File: src/rtl/mem_arbiter.sv
// mem_arbiter: two-port arbiter in front of a single-ported word memory.
// Port 0 is the core load/store path, port 1 the loader/debug path.
// A request accepted in IDLE is issued to memory in GRANT; reads wait one
// cycle in RESP for the memory data and return it with an rvalid pulse.
// Optional feature: define ARB_RR_EN for round-robin contention handling;
// without it port 0 always wins contention (fixed priority).
module mem_arbiter #(
    parameter int DATA_W = 32
) (
    input  logic              clk,
    input  logic              rst,
    input  logic              req0,
    input  logic              req1,
    input  logic              we0,
    input  logic              we1,
    input  logic [DATA_W-1:0] addr0,
    input  logic [DATA_W-1:0] addr1,
    input  logic [DATA_W-1:0] wdata0,
    input  logic [DATA_W-1:0] wdata1,
    output logic              gnt0,
    output logic              gnt1,
    output logic              rvalid0,
    output logic              rvalid1,
    output logic [DATA_W-1:0] rdata0,
    output logic [DATA_W-1:0] rdata1,
    output logic              mem_en,
    output logic              mem_rw,
    output logic [DATA_W-1:0] mem_addr,
    output logic [DATA_W-1:0] mem_wdata,
    input  logic [DATA_W-1:0] mem_rdata,
    output logic              busy
);

    typedef enum logic [1:0] {
        IDLE  = 2'd0,
        GRANT = 2'd1,
        RESP  = 2'd2
    } state_t;

    state_t state_p0;
    state_t state_nx;

    // Accepted command, captured when a request is sampled in IDLE
    logic              win_p0;
    logic              we_p0;
    logic [DATA_W-1:0] addr_p0;
    logic [DATA_W-1:0] wdata_p0;

    logic any_req;
    logic pick1;
    logic accept;

    assign any_req = req0 | req1;
    assign accept  = (state_p0 == IDLE) & any_req;

`ifdef ARB_RR_EN
    // rr_ptr=1 means port 1 is favoured on the next contention
    logic rr_ptr;

    // Port 1 wins when alone, or under contention when it is its turn
    always_comb begin
        pick1 = req1 & (~req0 | rr_ptr);
    end

    // Pointer moves only when a grant is actually issued
    always_ff @(posedge clk or negedge rst) begin
        if (!rst)
            rr_ptr <= 1'b0;
        else if (state_p0 == GRANT)
            rr_ptr <= ~win_p0;
    end
`else
    // Fixed priority: port 1 wins only when port 0 is not requesting
    always_comb begin
        pick1 = req1 & ~req0;
    end
`endif

    // State register
    always_ff @(posedge clk or negedge rst) begin
        if (!rst)
            state_p0 <= IDLE;
        else
            state_p0 <= state_nx;
    end

    // Next-state logic: writes finish in GRANT, reads add a RESP cycle
    always_comb begin
        state_nx = state_p0;
        case (state_p0)
            IDLE:    if (any_req) state_nx = GRANT;
            GRANT:   state_nx = we_p0 ? IDLE : RESP;
            RESP:    state_nx = IDLE;
            default: state_nx = IDLE;
        endcase
    end

    // FSM outputs: grant and memory enable exist only in GRANT
    always_comb begin
        busy   = (state_p0 != IDLE);
        mem_en = (state_p0 == GRANT);
        gnt0   = (state_p0 == GRANT) & ~win_p0;
        gnt1   = (state_p0 == GRANT) &  win_p0;
    end

    // Capture the winner's command at the end of the sampling cycle
    always_ff @(posedge clk or negedge rst) begin
        if (!rst) begin
            win_p0   <= 1'b0;
            we_p0    <= 1'b0;
            addr_p0  <= '0;
            wdata_p0 <= '0;
        end else if (accept) begin
            win_p0   <= pick1;
            we_p0    <= pick1 ? we1    : we0;
            addr_p0  <= pick1 ? addr1  : addr0;
            wdata_p0 <= pick1 ? wdata1 : wdata0;
        end
    end

    // ---- memory command stage: driven straight from the captured copy ----
    assign mem_rw    = we_p0;
    assign mem_addr  = addr_p0;
    assign mem_wdata = wdata_p0;

    // ---- response stage: memory data is valid in RESP, returned next cycle ----
    // Return read data to the winner only; the other port keeps its value
    always_ff @(posedge clk or negedge rst) begin
        if (!rst) begin
            rvalid0 <= 1'b0;
            rvalid1 <= 1'b0;
            rdata0  <= '0;
            rdata1  <= '0;
        end else begin
            rvalid0 <= 1'b0;
            rvalid1 <= 1'b0;
            if (state_p0 == RESP) begin
                if (win_p0) begin
                    rvalid1 <= 1'b1;
                    rdata1  <= mem_rdata;
                end else begin
                    rvalid0 <= 1'b1;
                    rdata0  <= mem_rdata;
                end
            end
        end
    end

endmodule

File: config.mk
export PLATFORM = sky130hd
export DESIGN_NAME = mem_arbiter
export DESIGN_NICKNAME = d
export VERILOG_FILES = /design/src/rtl/mem_arbiter.sv
export SDC_FILE = /design/constraint.sdc
export NUM_CORES = 1
export LEC_CHECK = 0
export ABC_AREA = 0
export CORE_ASPECT_RATIO = 1.5
export CORE_MARGIN = 5
export CORE_UTILIZATION = 41
export CTS_CLUSTER_SIZE = 10
export DETAILED_ROUTE_END_ITERATION = 8
export GPL_TIMING_DRIVEN = 0
export PLACE_DENSITY_LB_ADDON = 0.08
export SLEW_MARGIN = 10
export SYNTH_ARGS = -nofsm -noshare
export SYNTH_HDL_FRONTEND = slang
export SYNTH_SLANG_ARGS = --single-unit
File: constraint.sdc
create_clock -name clk -period 1.9 [get_ports clk]
set_input_delay 0.19 -clock clk [delete_from_list [all_inputs] [get_ports clk]]
set_output_delay 0.19 -clock clk [all_outputs]
set_load 0.02 [all_outputs]
==> impl_metrics.ini, run 1 <==
[logic_synthesis]
syn_avg_cell_area_um2 = 17.16
yosys.area_share.simple_pct = 0.9670
synthAdderAreaFrac_pct = 0
syn-num-nets = 528
synth_xor_area_share_pct = 0
synth_warnings = 0
synth-compound-area-share_pct = 0.2820
synth_top_family_by_area = multiplexers
synth_area_mm2 = 0.006211
synth.largest_area_cell = dfrtp_1
seq_area_frac_synth_pct = 53.99
muxShareOfSynthArea_pct = 41.22
synth.distinct_cells = 18
netlist_top_cells_area = dfrtp_1 54%, mux2_4 24%, mux2_2 15%
synth_cells = 362
synth_top_area_share_pct = 53.99
synth_seq_cells = 134

[worst_hold_path]
hp-class = primary input to asynchronous set/reset pin

[global_routing]
antenna_found_initial = 0
track_usage_pct = 19.22
grt_pass1_vias = 4873
grt_pass1_wl_mm = 26.73
grt.overflow.total = 0
grt_max_degree = 82

[layout]
finalNetCount = 849
syn_to_final_growth_pct = 61.97
drive_gt1_share_pct = 34.34
antennaDiodeCount = 0

[critical_path]
r2r_cells = 3
r2r-end = rdata0[11]
required_ps = 1710
critPathCaptureType = output port
critical_path.max_fanout = 4
regToRegStartpoint = state_p0[0]
crit_type = flop to output port
worstSetupStartpointType = flop
rrSetupSlack_ps = 180
cp.arrival_ps = 1590

[placed_design]
place_congestion = 0.7713
dp_slack_ps = -32.03
io_buffers = 300
dp_hpwl_mm = 13.56

[power]
ir_drop_v = 0.0007654
switching_share_pct = 35.70
power_density_mw_per_mm2 = 1690
p_total_mw = 17.00
combPwrFrac_pct = 51.5
pwr-share-seq_pct = 30.1
p_int_mw = 10.93
p_leak_nw = 4.447
p_clk_share_pct = 18.4
switching_power_mw = 6.068

[sta]
layout_setup_ws_ps = 115.2
fin_skew_ps = 9.301
holdWs_ps = 300.2
maxSlewViolCount = 0
final_hold_viol_count = 0
tightestPinTransition_ps = 512.2
finalSetupViolCount = 0
max_freq_mhz = 560.3
rsz0062_at_grt = false
finalCritPeriodShare_pct = 93.94
slew_headroom_pct = 65.85
post-route-min-period_ps = 1785

[clocking]
cts_tree = built
cts_setup_buffers = 0
clk_transition_reported_paths_ps = 70
cts_root_buf = clkbuf_16
clk_latency_ps = 410
numCtsBuffers = 17
clock_path_buffers = 2
cts_max_level = 4
cts.sinks = 134

[die]
die_h_um = 160.7
initial_core_util_pct = 41.40
io_pins = 301
die_width_um = 110.5
die-area_mm2 = 0.01776
core_area_mm2 = 0.01500
placement_rows = 55

[route]
drc = 0
wl_mm = 17.09
drt_iter0_drc = 118
wl_per_cell_um = 19.09
vias = 4251
drt.antenna.violating_nets = 0
vias_per_cell = 4.750
drtPass1Iterations = 4

[status]
outcome = finished, final reports clean

[run]
max-cap-violations = 0
[state kept, by name (all words and copies together), names as in the netlist]
signal / count
rvalid1: 1
rdata0: 32
mem_addr: 32
win_p0: 1
rdata1: 32
mem_wdata: 32
mem_rw: 1
rvalid0: 1
state_p0: 2
[per-layer routing]
layer | vias up | part of all wire [%] | GRT usage, %
met3 | 20 | 8.5 | 8.292
met2 | 211 | 53 | 34.48
li1 | 1936 | - | -
met5 | - | 0 | 0
met1 | 2084 | 36 | 19.84
met4 | 0 | 2.3 | 6.947
[how the worst max path moves through the flow]
stage,from,endpoint,slack [ps],cells past startpoint
final,state_p0[0],busy,120,3
after global routing,state_p0[0],busy,30,3
after CTS,state_p0[0],busy,70,3
after detailed placement,req0,mem_wdata[14],-30,6
after global placement,rst,mem_wdata[23],-4590,1
after floorplan,state_p0[1],mem_addr[0],440,5
[synthesized netlist by cell type, drive strengths merged]
library cell  count
a21oi             2
and2              1
buf              20
dfrtp           134
inv               3
mux2            194
nand2b            2
nand3b            1
nor2              3
nor3b             1
o21a              1
[area by class of cell]
cell class              instances  area, µm²
plain buffers                  20      209.0
clock buffers                  17      425.4
clock inverters                15      136.4
fillers                      1169       4942
inverters                       3      11.26
multi-input cells             205       2638
flip-flops and latches        134       3353
well taps                     199      249.0
repair buffers                302       3038
[repair_timing]
item                                    CTS  global route
hold buffers                              1             0
hold endpoints to repair                 53             0
endpoints found under the setup margin    3             0
resized for setup                         3             0
[metrics by stage]
stage | area [µm²] | instances | util (%) | setup TNS, ps
global placement | 9463 | 861 | 63.08 | -613320
global route | 10060 | 895 | 67.06 | 0
CTS | 10060 | 895 | 67.06 | 0
finish | 10060 | 895 | 67.06 | 0
floorplan | 6211 | 362 | - | 0
detailed placement | 9492 | 862 | 63.27 | -385.0
[logic make-up after synthesis]
group,count (synthesis)
AO/OA/AOI/OAI,3
buffers and inverters,23
flip-flops,134
AND/OR/NAND/NOR,8
multiplexers,194
[worst max-delay path, stage by stage (launching register included)]
cell and delay (ps):
dfrtp_1 420, nor2_2 160, inv_1 50, clkdlybuf4s50_1 550
[cells in the final DEF, fill, tap and decap left out, drive strengths merged]
cell type,netlist,routed
nor2,3,3
o21a,1,1
and2,1,1
nand2b,2,2
nand3b,1,1
clkdlybuf4s50,0,296
mux2,194,194
clkinv,0,2
buf,20,22
a21oi,2,2
nor3b,1,1
dlygate4sd3,0,1
clkbuf,0,17
clkinvlp,0,3
dlygate4sd2,0,3
inv,3,13
dfrtp,134,134
[power by group through the flow]
stage | clock [mW] | combinational, mW | sequential (mW)
after floorplan | 0 | 2.99 | 6.84
after global placement | 0 | 8.78 | 5.08
after detailed placement | 0 | 8.90 | 5.15
after CTS | 3.22 | 8.90 | 5.13
after global routing | 3.37 | 9.19 | 5.31
final | 3.13 | 8.75 | 5.12
No activity file was read; power rests on OpenSTA's default activity.
==> run 2, diff against run 1 <==
CTS_CLUSTER_SIZE = default   (was 10)
SKIP_CTS_REPAIR_TIMING = 1   (was default)
==> run 2 against run 1 <==
- design area is 0.11% higher
- largest cell class unchanged
- setup slack worse by 1.2 ps
- utilization is 0.075 points higher
==> impl_metrics.ini, run 2 (synthesis results as in run 1) <==
[global_routing]
track_usage_pct = 19.21
antenna_found_initial = 0
grt.overflow.total = 0
grt_pass1_vias = 4868
grt_pass1_wl_mm = 26.72
grt_max_degree = 82

[route]
wl_mm = 17.10
drc = 0
wl_met2_mm = 9.033
top_layer_used = met4
vias = 4255
wl_met3_mm = 1.465
vias_per_cell = 4.754
routedLengthMet1_mm = 6.191
wl_per_cell_um = 19.10
drtPass1Iterations = 4
drt_iter0_drc = 114
drt.antenna.violating_nets = 0

[clocking]
numCtsBuffers = 17
clock_path_buffers = 2
clk_transition_reported_paths_ps = 70
clk_latency_ps = 410
cts.sinks = 134
cts_root_buf = clkbuf_16
cts_max_level = 4
cts_tree = built

[run]
max-cap-violations = 0

[layout]
multi_input_area_mm2 = 0.002638
final_cell_mix = 296 x clkdlybuf4s50_1, 134 x dfrtp_1, 100 x mux2_4, 82 x mux2_2, 17 x clkbuf_16
drive_gt1_share_pct = 34.34
fill_cells = 1166
antennaDiodeCount = 0
final_cells = 895
seqCellArea_mm2 = 0.003353
syn_to_final_growth_pct = 62.15
finalNetCount = 849
final_common_cell = clkdlybuf4s50_1

[sta]
layout_setup_ws_ps = 114.0
slew_headroom_pct = 65.85
rsz0062_at_grt = false
finalCritPeriodShare_pct = 94.00
maxSlewViolCount = 0
finalSetupViolCount = 0
tightestPinTransition_ps = 512.2
final_hold_viol_count = 0
max_freq_mhz = 559.9
fin_skew_ps = 9.284
post-route-min-period_ps = 1786
holdWs_ps = 299.6

[critical_path]
r2r_cells = 3
required_ps = 1710
critical_path.max_fanout = 4
regToRegStartpoint = state_p0[0]
r2r-end = rdata0[11]
crit_path_start = state_p0[0]
rrSetupSlack_ps = 180
crit_type = flop to output port
worstSetupStartpointType = flop
critPathCaptureType = output port
endpoint = busy
cp.arrival_ps = 1600

[placed_design]
place_congestion = 0.7713
dp_hpwl_mm = 13.56
dp_cells = 862
dp_slack_ps = -32.03
io_buffers = 300

[power]
p_leak_nw = 4.480
power_density_mw_per_mm2 = 1690
ir_drop_v = 0.0007654

[worst_hold_path]
hp-class = primary input to asynchronous set/reset pin

[die]
die_h_um = 160.7
core_area_mm2 = 0.01500
placement_rows = 55
io_pins = 301
die-area_mm2 = 0.01776
initial_core_util_pct = 41.40
die_width_um = 110.5

[status]
outcome = finished, final reports clean
==> run 2: cell count changes in the layout (fill, tap and decap cells not counted) <==
| cell | before | now |
|---|---|---|
| dlygate4sd2_1 | 3 | 0 |
| dlymetal6s2s_1 | 0 | 3 |
==> run 2: worst max-delay path, cell delays in order (launching register included) <==
cell and delay, ps:
dfrtp_1 420, nor2_2 160, inv_1 50, clkdlybuf4s50_1 550
==> run 2: cell type report <==
| class | count | area share (%) |
|---|---|---|
| buffer | 20 | 2.075 |
| multi-input combinational | 205 | 26.19 |
| sequential | 134 | 33.30 |
| tap | 199 | 2.472 |
| clock inverter | 15 | 1.354 |
| timing repair buffer | 302 | 30.28 |
| clock buffer | 17 | 4.224 |
| inverter | 3 | 0.1118 |
==> run 2: power breakdown <==
group | internal, mW | total (mW) | switching [mW]
combinational | 4.89 | 8.77 | 3.88
sequential | 4.32 | 5.12 | 0.793
clock | 1.73 | 3.13 | 1.40
total | 10.9 | 17.0 | 6.07
==> run 2: worst min path at each step <==
stage,start,endpoint
after floorplan,rst,mem_addr[0]
after global placement,mem_rw,state_p0[1]
after detailed placement,rst,rdata1[19]
after CTS,rst,rdata1[19]
after global routing,rst,rdata1[19]
final,rst,rdata1[19]
==> run 2: per-stage QoR <==
step	cell area [µm²]	setup TNS, ps	util, %	power (mW)
2_1_floorplan	6211	0	-	9.833
4_1_cts	10050	-246.5	67.01	17.27
3_5_place_dp	9492	-385.0	63.27	14.05
6_report	10070	0	67.13	17.02
5_1_grt	10070	0	67.13	17.89
3_3_place_gp	9463	-613320	63.08	13.85
==> run 2: per-layer routing <==
metal	GRT usage (%)	vias to the layer above
met2	34.48	213
met5	0	-
met1	19.82	2085
li1	-	1937
met4	6.947	0
met3	8.292	20
